<file path="src/rtl/condition_handler.sv">
// Integer condition codes, branch evaluation and delay-slot control.
// Ports: Clk, Clr (async low); alu_flags/cc_we/is_bicc/cond/annul/stall in; icc/cin/taken/squash/dcti_err/state out.
module condition_handler (
  input  logic       Clk,
  input  logic       Clr,
  input  logic [3:0] alu_flags,
  input  logic       cc_we,
  input  logic       is_bicc,
  input  logic [3:0] cond,
  input  logic       annul,
  input  logic       stall,
  output logic [3:0] icc,
  output logic       cin,
  output logic       taken,
  output logic       squash,
  output logic       dcti_err,
  output logic       state
);

  typedef enum logic {
    IDLE = 1'b0,
    SLOT = 1'b1
  } state_t;

  state_t     st;
  logic [3:0] fl;
  logic       z, n, c, v;
  logic       base;
  logic       res;
  logic       acc;
  logic       cc_upd;

  // Flags being written this cycle are forwarded into the branch test.
  always_comb begin
    fl = cc_we ? alu_flags : icc;
    {z, n, c, v} = fl;
    base = 1'b0;
    case (cond[2:0])
      3'd0:    base = 1'b0;
      3'd1:    base = z;
      3'd2:    base = z | (n ^ v);
      3'd3:    base = n ^ v;
      3'd4:    base = c | z;
      3'd5:    base = c;
      3'd6:    base = n;
      3'd7:    base = v;
      default: base = 1'b0;
    endcase
    // cond[3] selects the complementary test.
    res = base ^ cond[3];
  end

  assign acc = (st == IDLE) & is_bicc & ~stall;

  // An annulled delay-slot instruction must not touch the codes.
  assign cc_upd = cc_we & ~stall & ~((st == SLOT) & squash);

  always_ff @(posedge Clk or negedge Clr) begin
    if (!Clr) begin
      st       <= IDLE;
      icc      <= 4'b0000;
      taken    <= 1'b0;
      squash   <= 1'b0;
      dcti_err <= 1'b0;
    end else begin
      if (cc_upd)
        icc <= alu_flags;
      dcti_err <= 1'b0;
      unique case (st)
        IDLE: begin
          if (acc) begin
            st     <= SLOT;
            taken  <= res;
            squash <= annul & (~res | (cond == 4'b1000));
          end
        end
        SLOT: begin
          if (!stall) begin
            st       <= IDLE;
            taken    <= 1'b0;
            squash   <= 1'b0;
            dcti_err <= is_bicc;
          end
        end
      endcase
    end
  end

  assign cin   = icc[1];
  assign state = st;

endmodule

</file>
<file path="config.mk">
export PLATFORM = sky130hd
export DESIGN_NAME = condition_handler
export DESIGN_NICKNAME = d
export VERILOG_FILES = /design/src/rtl/condition_handler.sv
export SDC_FILE = /design/constraint.sdc
export NUM_CORES = 1
export LEC_CHECK = 0
export ABC_AREA = 1
export BUFFER_PORTS_ARGS = -buffer_cell sky130_fd_sc_hd__buf_2
export CAP_MARGIN = 5
export CORE_ASPECT_RATIO = 1.4
export CORE_MARGIN = 1
export CORE_UTILIZATION = 25
export CTS_BUF_LIST = sky130_fd_sc_hd__clkbuf_8
export DETAILED_ROUTE_END_ITERATION = 10
export SYNTH_ARGS = -nofsm -noshare
export SYNTH_HDL_FRONTEND = slang
export SYNTH_SLANG_ARGS = --single-unit
export TNS_END_PERCENT = 5
</file>
<file path="constraint.sdc">
create_clock -name Clk -period 2.95 [get_ports Clk]
set_input_delay 0 -clock Clk [delete_from_list [all_inputs] [get_ports Clk]]
set_output_delay 0 -clock Clk [all_outputs]
set_load 0.02 [all_outputs]
</file>
==> metrics.txt, run 1 <==
number of synthesized register bits 8; Seq pwr share 0.367; highest-delay cell along the critical path dfrtp_1; Sink Count 8; PwrDens 504 nW/µm²; DRT Pass-1 Iters 4; initial antenna violation count 0; Main synth FF type dfrtp_1; Detailed Place HPWL 1.03 mm; DP Area 696 µm²; gp weighted congestion 0.698; status finished clean; layout cell share with drive strength beyond 1 0.342; Total GRT Usage 0.111; final slew viol count 0; worst hold margin 0.0391 ns; final critical-path required period 1.23 ns; Initial DRC Count 5; post-synthesis sequential area ratio 0.347; CTS buffer count 3; critical path's most frequent cell nand2_1; EDFF count, synth 0; drt wl/cell 9.05 µm; chip width 42.6 µm; Ports 23; Finished Cell Area 747 µm²; Site Rows 20; Least-Margin Pin Slew 0.242 ns; critical path arrival 1.35 ns; VDD IR max 0.248 mV; Clock Path Buffers 2; clock root buffer clkbuf_8; clock-pin slew on the worst setup and hold paths 0.04 ns; top post-synthesis cells by count 31 x nand2_1, 10 x inv_1, 9 x nand2_2; Yosys top cell area share 0.347; number of global-route vias before repair 569; wirelength, routed 1.20 mm; Pleak 0.000433 µW; net switching power 123 µW; Crit path required time 3.07 ns; remaining antenna violation count 0; die footprint 2510 µm²; Syn-to-layout area delta 29.5%; IO buf count 22; Mapped Area 577 µm²; buffers and inverters on the worst path 1; CP Capture Type flip-flop; Netlist cell types 18; ant diodes 0; Mean Syn Cell Area 6.63 µm²; Core Region 2180 µm²; syn_nets 101; CTS H-Tree Depth 1; CP Class flip-flop to flip-flop; worst hold start alu_flags[3]; CP Launch Type flip-flop; Worst R2R End taken; Mapped Cells 87; setup tns final 0 ns; f_max 0.810 GHz; Crit. Startpoint icc[0]; internal power 253 µW; Finished Layout Cells 133; Combinational Power Share 0.291; via count 588; Die H 58.8 µm; Critical Path Max Stage Delay 0.41 ns; clock share of power 0.342; worst-skew pair later-pin latency 0.23 ns; Max Cap Viol 0; pin count of the biggest net entering global routing 10; hold path depth 3; CP max FO 4; Fin Clk Skew 0.00269 ns; cell taking the most area after synthesis dfrtp_1; grt total ovfl 0; TritonCTS clock tree done; Final period util 0.418; DRC viols 0; vias per cell 4.42; R2R Setup Slk 1.72 ns; Crit path max-delay family simple AND/OR/NAND/NOR gates; dominant cells by area after synthesis dfrtp_1 35%, nand2_1 20%, nand2_2 9.8%; sw frac 0.327; FF-to-FF Start icc[0]; Final Hold Vio Count 0; # setup viols final 0; worst hold endpoint icc[3]; yosys warns 0; initial core utilization 0.265; first-pass GRT wire length 2.17 mm; worst-path cell chain inv_1 > nand2_1 > nand2_1 > nand2_2 > nand3_1 > nand2_1 > nand2_1 > nand2_2 > nand2_2 > nand2_1 > nand3_1 > nand2_1; FF-to-FF path depth 12; worst min path class input pin to flip-flop; DP Cell Count 129; relative slew slack 0.838; most frequent cell after synthesis nand2_1; RSZ-0062 raised after global routing false; ys async rst share 1.00; fin nets 127; CTS resizes 0
[how the worst max path moves through the flow]
stage                        end  slack, ns  cells past startpoint
after global placement     taken       1.73                     12
after global routing       taken       1.51                     12
after CTS                 squash       1.70                     12
final                      taken       1.72                     12
after floorplan           squash       1.70                     12
after detailed placement  squash       1.70                     12
[final cells by class]
| cell class | instances | area (µm²) |
|---|---|---|
| fill | 255 | 1430 |
| multi-input combinational | 64 | 304 |
| sequential | 8 | 200 |
| timing repair buffer | 23 | 120 |
| inverter | 13 | 53.8 |
| clock buffer | 3 | 41.3 |
| tap | 22 | 27.5 |
[cell families after synthesis]
kind of cell | count (synthesis) | synth area share
and+or+nand+nor | 54 | 0.429
buffers and inverters | 15 | 0.126
DFF | 8 | 0.347
AOI/OAI and AO/OA | 10 | 0.0976
[cells in the final DEF (no fill, tap or decap), drive strengths merged]
master / Yosys / layout
nand3: 7 / 7
clkbuf: 0 / 3
o21ai: 7 / 7
o21bai: 1 / 1
clkinv: 1 / 1
nand3b: 1 / 1
buf: 2 / 22
inv: 12 / 12
nand2: 41 / 41
a21oi: 2 / 2
nor2: 4 / 4
dlygate4sd3: 0 / 1
dfrtp: 8 / 8
nand4: 1 / 1
[metrics by stage]
| stage | setup WS (ns) | total power, µW | utilization |
|---|---|---|---|
| floorplan | 1.70 | 215 | - |
| global placement | 1.73 | 247 | 0.320 |
| detailed placement | 1.70 | 250 | 0.320 |
| CTS | 1.70 | 383 | 0.343 |
| global route | 1.51 | 402 | 0.343 |
| finish | 1.72 | 376 | 0.343 |
[timing repair]
item,in CTS,in global routing
setup endpoints to repair,0,0
endpoints found under the hold margin,8,0
setup buffers,0,0
hold buffers,1,0
[worst reg2reg max path, cell delays in order, from the launching register on]
cell	delay [ns]
dfrtp_1	0.41
inv_1	0.06
nand2_1	0.04
nand2_1	0.06
nand2_2	0.06
nand3_1	0.07
nand2_1	0.05
nand2_1	0.06
nand2_2	0.07
nand2_2	0.08
nand2_1	0.05
nand3_1	0.06
nand2_1	0.05
[power groups by stage]
stage	Combinational [µW]	Clock, µW	Sequential [µW]
2_1_floorplan	59.5	0	156
3_3_place_gp	109	0	138
3_5_place_dp	110	0	140
4_1_cts	111	133	138
5_1_grt	125	136	141
6_report	110	129	138
[sequential cells by signal, indices dropped and copies added (netlist names)]
| register | flops |
|---|---|
| icc | 4 |
| squash | 1 |
| taken | 1 |
| state | 1 |
| dcti_err | 1 |
[routing by layer]
| metal | GRT usage | share of wire | routed length, µm | vias up |
|---|---|---|---|---|
| met1 | 0.124 | 0.44 | 524 | 252 |
| met2 | 0.193 | 0.50 | 598 | 18 |
| li1 | - | - | - | 316 |
| met4 | 0.0670 | 0.0066 | 8 | 0 |
| met5 | 0 | 0 | 0 | - |
| met3 | 0.0184 | 0.061 | 74 | 2 |
(Power assumes the default switching activity.)
==> inputs of run 2 (changes only) <==
==> constraint.sdc (replaced) <==
create_clock -name Clk -period 1.15 [get_ports Clk]
set_input_delay 0 -clock Clk [delete_from_list [all_inputs] [get_ports Clk]]
set_output_delay 0 -clock Clk [all_outputs]
set_load 0.02 [all_outputs]
==> run 2 against run 1 <==
Compared with the run above: the run now ends with setup timing left; global-route usage grew 1.1 points; highest routed layer unchanged; sequential power grew to 2.6 times the previous value; sequential share of layout area is 0.64 points lower; critical path depth is the same.
==> metrics.txt, run 2 (synthesis gave the netlist of run 1 again) <==
Pleak 0.000450 µW; CP Launch Type flip-flop; highest-delay cell along the critical path dfrtp_2; Die H 58.8 µm; status finished, violations left; vias per cell 4.49; die footprint 2510 µm²; Critical Path Max Stage Delay 0.41 ns; Final period util 1.06; Ports 23; CTS buffer count 3; CP Capture Type flip-flop; relative slew slack 0.831; Final Hold Vio Count 0; violated checks setup timing; fin nets 130; number of global-route vias before repair 576; IO buf count 22; initial core utilization 0.265; most frequent cells in the layout 30 x nand2_1, 22 x buf_2, 11 x inv_1, 10 x nand2_2; remaining antenna violation count 0; critical path's most frequent cell nand2_1; pin count of the biggest net entering global routing 10; via count 615; hold path depth 3; most common cell after layout, fill and taps aside nand2_1; initial antenna violation count 0; CP max FO 3; Detailed Place HPWL 1.05 mm; clock-pin slew on the worst setup and hold paths 0.04 ns; Site Rows 20; setup tns final -0.143 ns; Clock Path Buffers 2; worst min path class input pin to flip-flop; Syn-to-layout area delta 35.1%; RSZ-0062 raised after global routing true; CTS H-Tree Depth 1; final slew viol count 0; DRC viols 0; filler instances 241; Crit path required time 1.27 ns; ant diodes 0; first-pass GRT wire length 2.25 mm; worst-path cell chain inv_1 > nand2_1 > nand2_1 > nand2_2 > nand3_1 > nand2_1 > nand2_1 > nand2_2 > nand2_2 > nand2_1 > nand3_1 > nand2_1; final critical-path required period 1.22 ns; f_max 0.818 GHz; # setup viols final 2; CP Class flip-flop to flip-flop; wirelength, routed 1.25 mm; TritonCTS clock tree done; Sink Count 8; max reg flops 4; chip width 42.6 µm; grt total ovfl 0; Initial DRC Count 10; setup repair bufs after CTS 0; Top reg by flops icc; Core Region 2180 µm²; Max Cap Viol 0; PwrDens 1300 nW/µm²; gp weighted congestion 0.730; worst-skew pair later-pin latency 0.23 ns; critical path arrival 1.34 ns; worst setup margin -0.0727 ns; Least-Margin Pin Slew 0.253 ns; clock root buffer clkbuf_8; Fin Clk Skew 0.00161 ns; DRT Pass-1 Iters 2; FF-to-FF path depth 12; drt wl/cell 9.09 µm; Setup WS pre-CTS -0.0924 ns; layout cell share with drive strength beyond 1 0.391; VDD IR max 0.672 mV; Total GRT Usage 0.121
==> run 2: path summary, 6_finish.rpt <==
path | start | end | slack [ns]
max | icc[0] | taken | -0.07
min | is_bicc | dcti_err | 0.03
max reg2reg | icc[0] | taken | -0.07
min reg2reg | taken | taken | 0.50
max in group asynchronous | Clr | icc[0] | 0.84
min in group asynchronous | Clr | dcti_err | 0.13
==> run 2: final cells by class <==
class	count	area [µm²]	area share
multi-input cells	64	307	0.393
flip-flops and latches	8	204	0.262
repair buffers	26	143	0.183
inverters	13	53.8	0.0690
clock buffers	3	41.3	0.0530
well taps	22	27.5	0.0353
clock inverters	1	3.75	0.00482
==> run 2: per-layer routing <==
layer	track usage	vias to the layer above	routed length, µm
met3	0.0215	5	66
met2	0.200	17	622
met1	0.132	270	514
met4	0.107	0	43
met5	0	-	0
li1	-	323	-
==> run 2: what timing repair did <==
action / 4_1_cts / 5_1_grt
resized for setup: 1 / 0
setup endpoints to repair: 2 / 2
endpoints found under the hold margin: 8 / 0
hold buffers: 1 / 0
==> run 2: critical path, delay by kind of cell, from the launching register on <==
kind                   cells  cell delay, ns
buffers and inverters      1            0.05
DFF                        1            0.41
and+or+nand+nor           11            0.65
==> run 2: per-stage QoR <==
stage	hold WS [ns]	util	power [µW]	std cells	area [µm²]
CTS	0.0208	0.358	1040	137	779
global route	0.0422	0.358	1080	137	779
finish	0.0276	0.358	1010	137	779
global placement	-0.148	0.332	660	132	722
floorplan	-0.296	-	555	87	581
detailed placement	-0.150	0.332	665	132	722
==> run 2: power breakdown <==
group / internal, µW / total (µW) / leakage (µW) / switching [µW]
logic: 124 / 310 / 0.000325 / 186
registers: 322 / 353 / 0.0000985 / 30.8
clock network: 231 / 347 / 0.0000269 / 116
==> inputs of run 3 (changes only) <==
--- a/config.mk
+++ b/config.mk
@@ -13,6 +13,7 @@
 export CORE_UTILIZATION = 25
 export CTS_BUF_LIST = sky130_fd_sc_hd__clkbuf_8
 export DETAILED_ROUTE_END_ITERATION = 10
+export RECOVER_POWER = 50
 export SYNTH_ARGS = -nofsm -noshare
 export SYNTH_HDL_FRONTEND = slang
 export SYNTH_SLANG_ARGS = --single-unit
==> run 3 against run 2 <==
Compared with the run above: the run still ends with setup timing left; via count unchanged; combinational power hardly changed; sequential power is essentially flat; critical endpoint unchanged; wire length unchanged; design area down 0.48%; non-clock buffer count did not move; sequential cell count unchanged.
==> metrics.txt, run 3 (synthesis gave the netlist of run 1 again) <==
status finished, violations left; violated checks setup timing; Clock Path Buffers 2; DRC viols 0; first-pass GRT wire length 2.25 mm; Final period util 1.06; Pleak 0.000440 µW; die footprint 2510 µm²; IO buf count 22; remaining antenna violation count 0; clock-pin slew on the worst setup and hold paths 0.04 ns; Sink Count 8; Core Util, Final 0.356; highest-delay cell along the critical path dfrtp_2; critical path's most frequent cell nand2_1; Ports 23; worst-path cell chain inv_1 > nand2_1 > nand2_1 > nand2_2 > nand3_1 > nand2_1 > nand2_1 > nand2_2 > nand2_2 > nand2_1 > nand3_1 > nand2_1; relative slew slack 0.718; Core Region 2180 µm²; CTS buffer count 3; Crit path max-delay family simple AND/OR/NAND/NOR gates; # setup viols final 2; worst-skew pair later-pin latency 0.23 ns; Die H 58.8 µm; Crit path required time 1.27 ns; Detailed Place HPWL 1.05 mm; CP max FO 3; Syn-to-layout area delta 34.5%; initial core utilization 0.265; RSZ-0062 raised after global routing true; Max Cap Viol 0; CTS H-Tree Depth 1; pin count of the biggest net entering global routing 10; max reg flops 4; final slew viol count 0; final critical-path required period 1.22 ns; Fin Clk Skew 0.00156 ns; layout cell share with drive strength beyond 1 0.365; Critical Path Max Stage Delay 0.41 ns; Top reg by flops icc; most frequent cells in the layout 30 x nand2_1, 19 x buf_2, 11 x inv_1, 10 x nand2_2; Least-Margin Pin Slew 0.424 ns; setup tns final -0.143 ns; PwrDens 1300 nW/µm²; Initial DRC Count 10; grt total ovfl 0; critical path arrival 1.34 ns; initial antenna violation count 0; chip width 42.6 µm; DRT Pass-1 Iters 2; via count 615; wirelength, routed 1.25 mm; worst min path class input pin to flip-flop; buffers and inverters on the worst path 1; most common cell after layout, fill and taps aside nand2_1; gp weighted congestion 0.730; clock root buffer clkbuf_8; drt wl/cell 9.09 µm; Total GRT Usage 0.121; worst setup margin -0.0726 ns; worst hold margin 0.0274 ns; Setup WS pre-CTS -0.0924 ns; f_max 0.818 GHz; fin nets 130; filler instances 241; vias per cell 4.49; Final Hold Vio Count 0; CP Class flip-flop to flip-flop; CP Capture Type flip-flop; TritonCTS clock tree done; VDD IR max 0.672 mV; ant diodes 0; setup repair bufs after CTS 0; CP Launch Type flip-flop; Site Rows 20; number of global-route vias before repair 576
==> run 3: worst paths after layout <==
path,start,to,slack [ns],cells after the start
worst min register to register,taken,taken,0.50,2
worst max-delay path,icc[0],taken,-0.07,12
min in group asynchronous,Clr,dcti_err,0.21,2
worst min-delay path,is_bicc,dcti_err,0.03,3
worst max register to register,icc[0],taken,-0.07,12
max in group asynchronous,Clr,icc[0],0.62,2
==> run 3: cell type report <==
type / instances / area [µm²] / share of cell area
Clock buffer: 3 / 41.3 / 0.0532
Clock inverter: 1 / 3.75 / 0.00484
Multi-Input combinational cell: 64 / 307 / 0.395
Tap cell: 22 / 27.5 / 0.0355
Inverter: 13 / 53.8 / 0.0694
Sequential cell: 8 / 204 / 0.263
Timing Repair Buffer: 26 / 139 / 0.179
==> run 3: tightest hold or removal path: cells and delay by family <==
kind | cells | cell delay, ns
and+or+nand+nor | 2 | 0.11
buffers and inverters | 1 | 0.10
==> run 3: routing by layer <==
layer | wire length (µm) | GRT usage | up-vias
met1 | 513 | 0.132 | 270
met3 | 66 | 0.0215 | 5
met4 | 43 | 0.107 | 0
met5 | 0 | 0 | -
li1 | - | - | 323
met2 | 622 | 0.200 | 17
==> run 3: where the power goes <==
group / total [µW] / leakage [µW] / switching (µW) / internal (µW)
clock network: 348 / 0.0000269 / 116 / 231
logic: 308 / 0.000314 / 186 / 122
registers: 353 / 0.0000985 / 31.0 / 322
==> run 3: metrics by stage <==
| stage | power [µW] | instance area, µm² | std cells |
|---|---|---|---|
| floorplan | 555 | 581 | 87 |
| global placement | 660 | 722 | 132 |
| detailed placement | 665 | 722 | 132 |
| CTS | 1040 | 779 | 137 |
| global route | 1080 | 776 | 137 |
| finish | 1010 | 776 | 137 |
==> run 3: what timing repair did <==
item | in CTS | in global routing
hold buffers | 1 | 0
setup endpoints to repair | 2 | 2
hold endpoints to repair | 8 | 0
gates resized for setup | 1 | 0
pin swaps | 0 | 0
